[src/rtl/alarm_clk_pkg.sv]
// Shared types and limits for the alarm clock datapath.
// Time is kept as packed binary hour/minute/second fields.
package alarm_clk_pkg;

  localparam logic [4:0] MAX_HOUR = 5'd23;
  localparam logic [5:0] MAX_MIN  = 6'd59;
  localparam logic [5:0] MAX_SEC  = 6'd59;

  typedef struct packed {
    logic [4:0] hour;
    logic [5:0] min;
    logic [5:0] sec;
  } time_t;

  typedef enum logic {
    ST_RUN = 1'b0,
    ST_SET = 1'b1
  } state_t;

endpackage

[src/rtl/time_keeper_tick_gen.sv]
// Free-running prescaler: one tick per CLK_HZ enabled cycles.
// Tick is high in the cycle the count sits at CLK_HZ-1.
module tick_gen #(
  parameter int CLK_HZ = 100_000_000
) (
  input  logic clk,
  input  logic reset,
  input  logic i_clr,
  input  logic i_en,
  output logic o_tick
);

  localparam int W = (CLK_HZ > 1) ? $clog2(CLK_HZ) : 1;
  localparam logic [W-1:0] CNT_MAX = W'(CLK_HZ - 1);

  logic [W-1:0] r_cnt;

  assign o_tick = i_en && (r_cnt == CNT_MAX);

  always_ff @(posedge clk) begin
    if (reset || i_clr) begin
      r_cnt <= '0;
    end else if (i_en) begin
      r_cnt <= o_tick ? '0 : r_cnt + 1'b1;
    end
  end

endmodule

[src/rtl/time_keeper.sv]
// 24h time-of-day counter with RUN/SET modes and button-driven
// hour/minute setting; feeds the 12/24h display formatter.
module time_keeper
  import alarm_clk_pkg::*;
#(
  parameter int CLK_HZ = 100_000_000
) (
  input  logic        clk,
  input  logic        reset,
  input  logic        set_mode,
  input  logic        inc_hour,
  input  logic        inc_min,
  output logic [16:0] time_out,
  output logic        sec_pulse,
  output logic        day_wrap
);

  state_t r_state;
  time_t  r_time;
  logic   r_hour_q;
  logic   r_min_q;
  logic   r_sec_pulse;
  logic   r_day_wrap;

  logic w_run;
  logic w_en;
  logic w_tick;
  logic w_hour_edge;
  logic w_min_edge;
  logic w_sec_max;
  logic w_min_max;
  logic w_hour_max;

  assign w_run       = (r_state == ST_RUN);
  // Prescaler stops on the cycle we leave RUN so no tick races the clear.
  assign w_en        = w_run && !set_mode;
  assign w_hour_edge = inc_hour && !r_hour_q;
  assign w_min_edge  = inc_min && !r_min_q;
  assign w_sec_max   = (r_time.sec >= MAX_SEC);
  assign w_min_max   = (r_time.min >= MAX_MIN);
  assign w_hour_max  = (r_time.hour >= MAX_HOUR);

  tick_gen #(
    .CLK_HZ (CLK_HZ)
  ) u_tick (
    .clk    (clk),
    .reset  (reset),
    .i_clr  (!w_en),
    .i_en   (w_en),
    .o_tick (w_tick)
  );

  always_ff @(posedge clk) begin
    if (reset) begin
      r_state <= ST_RUN;
    end else begin
      unique case (r_state)
        ST_RUN:  if (set_mode)  r_state <= ST_SET;
        ST_SET:  if (!set_mode) r_state <= ST_RUN;
        default: r_state <= ST_RUN;
      endcase
    end
  end

  always_ff @(posedge clk) begin
    if (reset) begin
      r_hour_q <= 1'b0;
      r_min_q  <= 1'b0;
    end else begin
      r_hour_q <= inc_hour;
      r_min_q  <= inc_min;
    end
  end

  always_ff @(posedge clk) begin
    if (reset) begin
      r_time      <= '0;
      r_sec_pulse <= 1'b0;
      r_day_wrap  <= 1'b0;
    end else begin
      r_sec_pulse <= 1'b0;
      r_day_wrap  <= 1'b0;
      if (w_run) begin
        if (set_mode) begin
          r_time.sec <= '0;
        end else if (w_tick) begin
          r_sec_pulse <= 1'b1;
          if (!w_sec_max) begin
            r_time.sec <= r_time.sec + 6'd1;
          end else begin
            r_time.sec <= '0;
            if (!w_min_max) begin
              r_time.min <= r_time.min + 6'd1;
            end else begin
              r_time.min <= '0;
              if (!w_hour_max) begin
                r_time.hour <= r_time.hour + 5'd1;
              end else begin
                r_time.hour <= '0;
                r_day_wrap  <= 1'b1;
              end
            end
          end
        end
      end else begin
        if (w_hour_edge) begin
          r_time.hour <= w_hour_max ? 5'd0 : r_time.hour + 5'd1;
        end
        if (w_min_edge) begin
          r_time.min <= w_min_max ? 6'd0 : r_time.min + 6'd1;
        end
      end
    end
  end

  assign time_out  = r_time;
  assign sec_pulse = r_sec_pulse;
  assign day_wrap  = r_day_wrap;

endmodule

[config.mk]
export PLATFORM = sky130hd
export DESIGN_NAME = time_keeper
export DESIGN_NICKNAME = d
export VERILOG_FILES = /design/src/rtl/alarm_clk_pkg.sv /design/src/rtl/time_keeper_tick_gen.sv /design/src/rtl/time_keeper.sv
export SDC_FILE = /design/constraint.sdc
export NUM_CORES = 1
export LEC_CHECK = 0
export BUFFER_PORTS_ARGS = -buffer_cell sky130_fd_sc_hd__buf_2
export CAP_MARGIN = 20
export CORE_MARGIN = 5
export CORE_UTILIZATION = 31
export DETAILED_ROUTE_END_ITERATION = 8
export SLEW_MARGIN = 20
export SYNTH_ARGS = -nofsm -noshare
export SYNTH_HDL_FRONTEND = slang
export SYNTH_SLANG_ARGS = --single-unit
[constraint.sdc]
create_clock -name clk -period 4.1 [get_ports clk]
set_clock_uncertainty 0.15 [all_clocks]
set_input_delay 0.205 -clock clk [delete_from_list [all_inputs] [get_ports clk]]
set_output_delay 0.205 -clock clk [all_outputs]
set_load 0.01 [all_outputs]
==> results.sh <==
export IMPL_status="complete, no violations"
export IMPL_fin_crit_ns=2.50
export IMPL_min_to="time_out[5]"
export IMPL_die_height_um=99.0
export IMPL_synthCells=279
export IMPL_dr_first_iter_drc_count=103
export IMPL_design_area_sq_mm=0.00278
export IMPL_synth_area_sq_mm=0.00245
export IMPL_via_per_inst=5.25
export IMPL_synth_seq_cells=49
export IMPL_dp_hpwl_um=3830
export IMPL_setup_violations=0
export IMPL_dr_wl_met3_um=254
export IMPL_hold_class="in -> reg"
export IMPL_hold_path_depth=2
export IMPL_fin_crit_sh_pct=61.1
export IMPL_synth_cell_types=52
export IMPL_critPathKind="reg -> reg"
export IMPL_postSynth_asyncResetShare_pct=0
export IMPL_start_util_pct=31.8
export IMPL_gp_congestion=0.792
export IMPL_synthFlopType="dfxtp_1"
export IMPL_critPathLaunchType="flop"
export IMPL_htree_levels=2
export IMPL_vias=2132
export IMPL_critical_path_top_delay_family="compound AO/OA/AOI/OAI gates"
export IMPL_drv_slew=0
export IMPL_power_leakage_nw=0.995
export IMPL_grt_pass1_vias=1965
export IMPL_core_area_sq_mm=0.00773
export IMPL_wl_per_cell_um=13.2
export IMPL_r2r_start="time_out[0]"
export IMPL_max_stage_delay_ns=0.46
export IMPL_rows=32
export IMPL_hold_violations=0
export IMPL_rsz0062_at_grt="false"
export IMPL_relSlewSlack_pct=51.7
export IMPL_antenna_found_initial=0
export IMPL_max_cap_viol_count=0
export IMPL_io_buffers=23
export IMPL_die_area_sq_mm=0.00980
export IMPL_num_io_pins=24
export IMPL_path_buf_inv=0
export IMPL_syn_to_final_growth_pct=13.4
export IMPL_ant_nets=0
export IMPL_path_common_cell="o21ai_0"
export IMPL_drcViolationCount=0
export IMPL_drive_gt1_share_pct=15.8
export IMPL_ys_seq_area_share_pct=40.0
export IMPL_cts_setup_buffers=0
export IMPL_track_usage_pct=11.3
export IMPL_peakVddDrop_uv=105
export IMPL_final_nets=312
export IMPL_met1_length_um=2630
export IMPL_diodes=0
export IMPL_tritoncts="built"
export IMPL_grt_max_degree=24
export IMPL_clkSinkCount=49
export IMPL_critPathMaxFanout=9
export IMPL_pre_cts_slack_ns=1.63
export IMPL_slowest_stage="nor3b_2"
export IMPL_routed_top_layer="met4"
export IMPL_worstPathArrival_ns=2.56
export IMPL_cts_made_buffers=5
export IMPL_rr_worst_depth=6
export IMPL_path_cells="ha_1 -> o2111ai_1 -> o21ai_0 -> nor3b_2 -> o21ai_0 -> a32o_1"
export IMPL_routed_wl_um=5350
export IMPL_required_ns=4.16
export IMPL_avgSynthCellArea_sq_um=8.80
export IMPL_clk_latency_ns=0.31
export IMPL_syn_nets=288
export IMPL_power_per_cell_area_mw_per_mm2=296
export IMPL_yosysWarnings=0
export IMPL_tightest_slew_ns=0.717
export IMPL_place_area_sq_mm=0.00266
export IMPL_die_w_um=99.0
export IMPL_utilization_pct=36.0
export IMPL_hp_start="set_mode"
export IMPL_crit_reg2reg_capture="time_out[11]"
export IMPL_setup_slack_ns=1.60
export IMPL_root_buffer="clkbuf_8"
export IMPL_first_pass_iters=4
export IMPL_met2WireLength_um=2360
export IMPL_cp_end_kind="flop"
export IMPL_regToRegSetupSlack_ns=1.60
export IMPL_tns_ns=0
export IMPL_max_freq_mhz=399
export IMPL_ctsLongestPathBuffers=2
export IMPL_clk_pin_slew_worst_paths_ns=0.09
export IMPL_synth_edf_count=0
export IMPL_grt_pass1_wl_um=9280
export IMPL_grt_overflow_total=0
[per-stage QoR]
stage          cells  hold slack [ns]  total power (W)
3_5_place_dp     396            0.293         0.000524
3_3_place_gp     395            0.280         0.000522
5_1_grt          406           0.0701         0.000858
2_1_floorplan    279            0.146         0.000513
4_1_cts          406           0.0452         0.000838
6_report         406           0.0562         0.000825
[worst reg2reg max path: stages, from the launching register on]
cell and delay [ns]:
dfxtp_1 0.40, ha_1 0.23, o2111ai_1 0.36, o21ai_0 0.36, nor3b_2 0.46, o21ai_0 0.17
a32o_1 0.28
[metal layers]
metal	GRT usage, %	vias to the layer above
met5	0	-
met4	5.25	0
met3	2.83	8
met2	17.3	44
met1	15.0	1002
li1	-	1078
[state kept, by name (all words and copies together) (netlist names)]
name,count
day_wrap,1
u_tick.r_cnt,27
time_out,17
r_min_q,1
sec_pulse,1
r_state,1
r_hour_q,1
[logic make-up after synthesis]
kind of cell,count (synthesis),share of synthesized area [%]
adders and majority gates,4,2.04
DFF,49,40.0
buffers and inverters,20,3.72
AOI/OAI and AO/OA,50,14.1
xor gates and xnor gates,22,7.85
and+or+nand+nor,134,32.3
[synthesized netlist by cell type (3+ instances only)]
cell type | count | area (sq um)
xor2_1 | 3 | 26.3
o21ai_0 | 12 | 60.1
nor4_1 | 7 | 43.8
and4_1 | 3 | 26.3
inv_1 | 10 | 37.5
xnor2_1 | 19 | 166
a211o_1 | 3 | 26.3
clkbuf_1 | 6 | 22.5
or2_2 | 5 | 31.3
or3_1 | 5 | 31.3
ha_1 | 4 | 50.1
nand3_1 | 14 | 70.1
nor2b_1 | 4 | 25.0
a21oi_1 | 11 | 55.1
dfxtp_1 | 49 | 981
and3_1 | 6 | 37.5
nor2_1 | 32 | 120
nand2_1 | 16 | 60.1
o22ai_1 | 3 | 18.8
a32o_1 | 4 | 40.0
nand4_1 | 8 | 50.1
nor3_1 | 14 | 70.1
[area by class of cell]
cell class	count	area [sq um]
Clock buffer	7	96.3
Clock inverter	1	5.00
Fill cell	787	4940
Inverter	11	41.3
Multi-Input combinational cell	210	1380
Sequential cell	49	981
Tap cell	102	128
Timing Repair Buffer	26	150
[worst max-delay path by stage]
stage | cells after the start | to | slack (ns) | from
6_report | 6 | time_out[11] | 1.60 | time_out[0]
3_3_place_gp | 6 | time_out[11] | 1.59 | time_out[0]
5_1_grt | 6 | time_out[11] | 1.39 | time_out[0]
3_5_place_dp | 6 | time_out[8] | 1.63 | time_out[0]
4_1_cts | 6 | time_out[11] | 1.59 | time_out[0]
2_1_floorplan | 6 | time_out[15] | 1.92 | time_out[0]
[timing repair]
| item | in CTS | in global routing |
|---|---|---|
| resized for setup | 0 | 0 |
| hold buffers | 2 | 0 |
| endpoints found under the hold margin | 2 | 0 |
[cells in the final DEF, fill, tap and decap left out, types with 2 or more instances in the layout]
| master | netlist | routed |
|---|---|---|
| a21oi_1 | 11 | 11 |
| nor4b_1 | 2 | 2 |
| nor4b_2 | 2 | 2 |
| xnor2_1 | 19 | 19 |
| and3_1 | 6 | 6 |
| nand4_2 | 2 | 2 |
| a211o_1 | 3 | 3 |
| nand2_1 | 16 | 16 |
| clkbuf_8 | 0 | 7 |
| o221ai_1 | 2 | 2 |
| a32o_1 | 4 | 4 |
| and4b_1 | 2 | 2 |
| dfxtp_1 | 49 | 49 |
| ha_1 | 4 | 4 |
| buf_2 | 1 | 23 |
| xor2_1 | 3 | 3 |
| a21o_1 | 2 | 2 |
| nand3_1 | 14 | 14 |
| nor3b_1 | 2 | 2 |
| o32ai_1 | 2 | 2 |
| nor4_1 | 7 | 7 |
| nand4_1 | 8 | 8 |
| o22ai_1 | 3 | 3 |
| or3_1 | 5 | 5 |
| nor3_1 | 14 | 14 |
| nor2b_1 | 4 | 4 |
| dlygate4sd3_1 | 0 | 2 |
| nor2_1 | 32 | 32 |
| o21ai_0 | 12 | 12 |
| or2_2 | 5 | 5 |
| or4_4 | 2 | 2 |
| o2111ai_1 | 2 | 2 |
| inv_1 | 10 | 10 |
| and4_1 | 3 | 3 |
[report_power, final]
group / internal [W] / switching, W / leakage (nW)
clock network: 0.000153 / 0.000159 / 0.0542
registers: 0.000479 / 0.00000372 / 0.396
logic: 0.0000109 / 0.0000202 / 0.545
total: 0.000642 / 0.000183 / 0.995
Power figures use the tool's default switching activity.
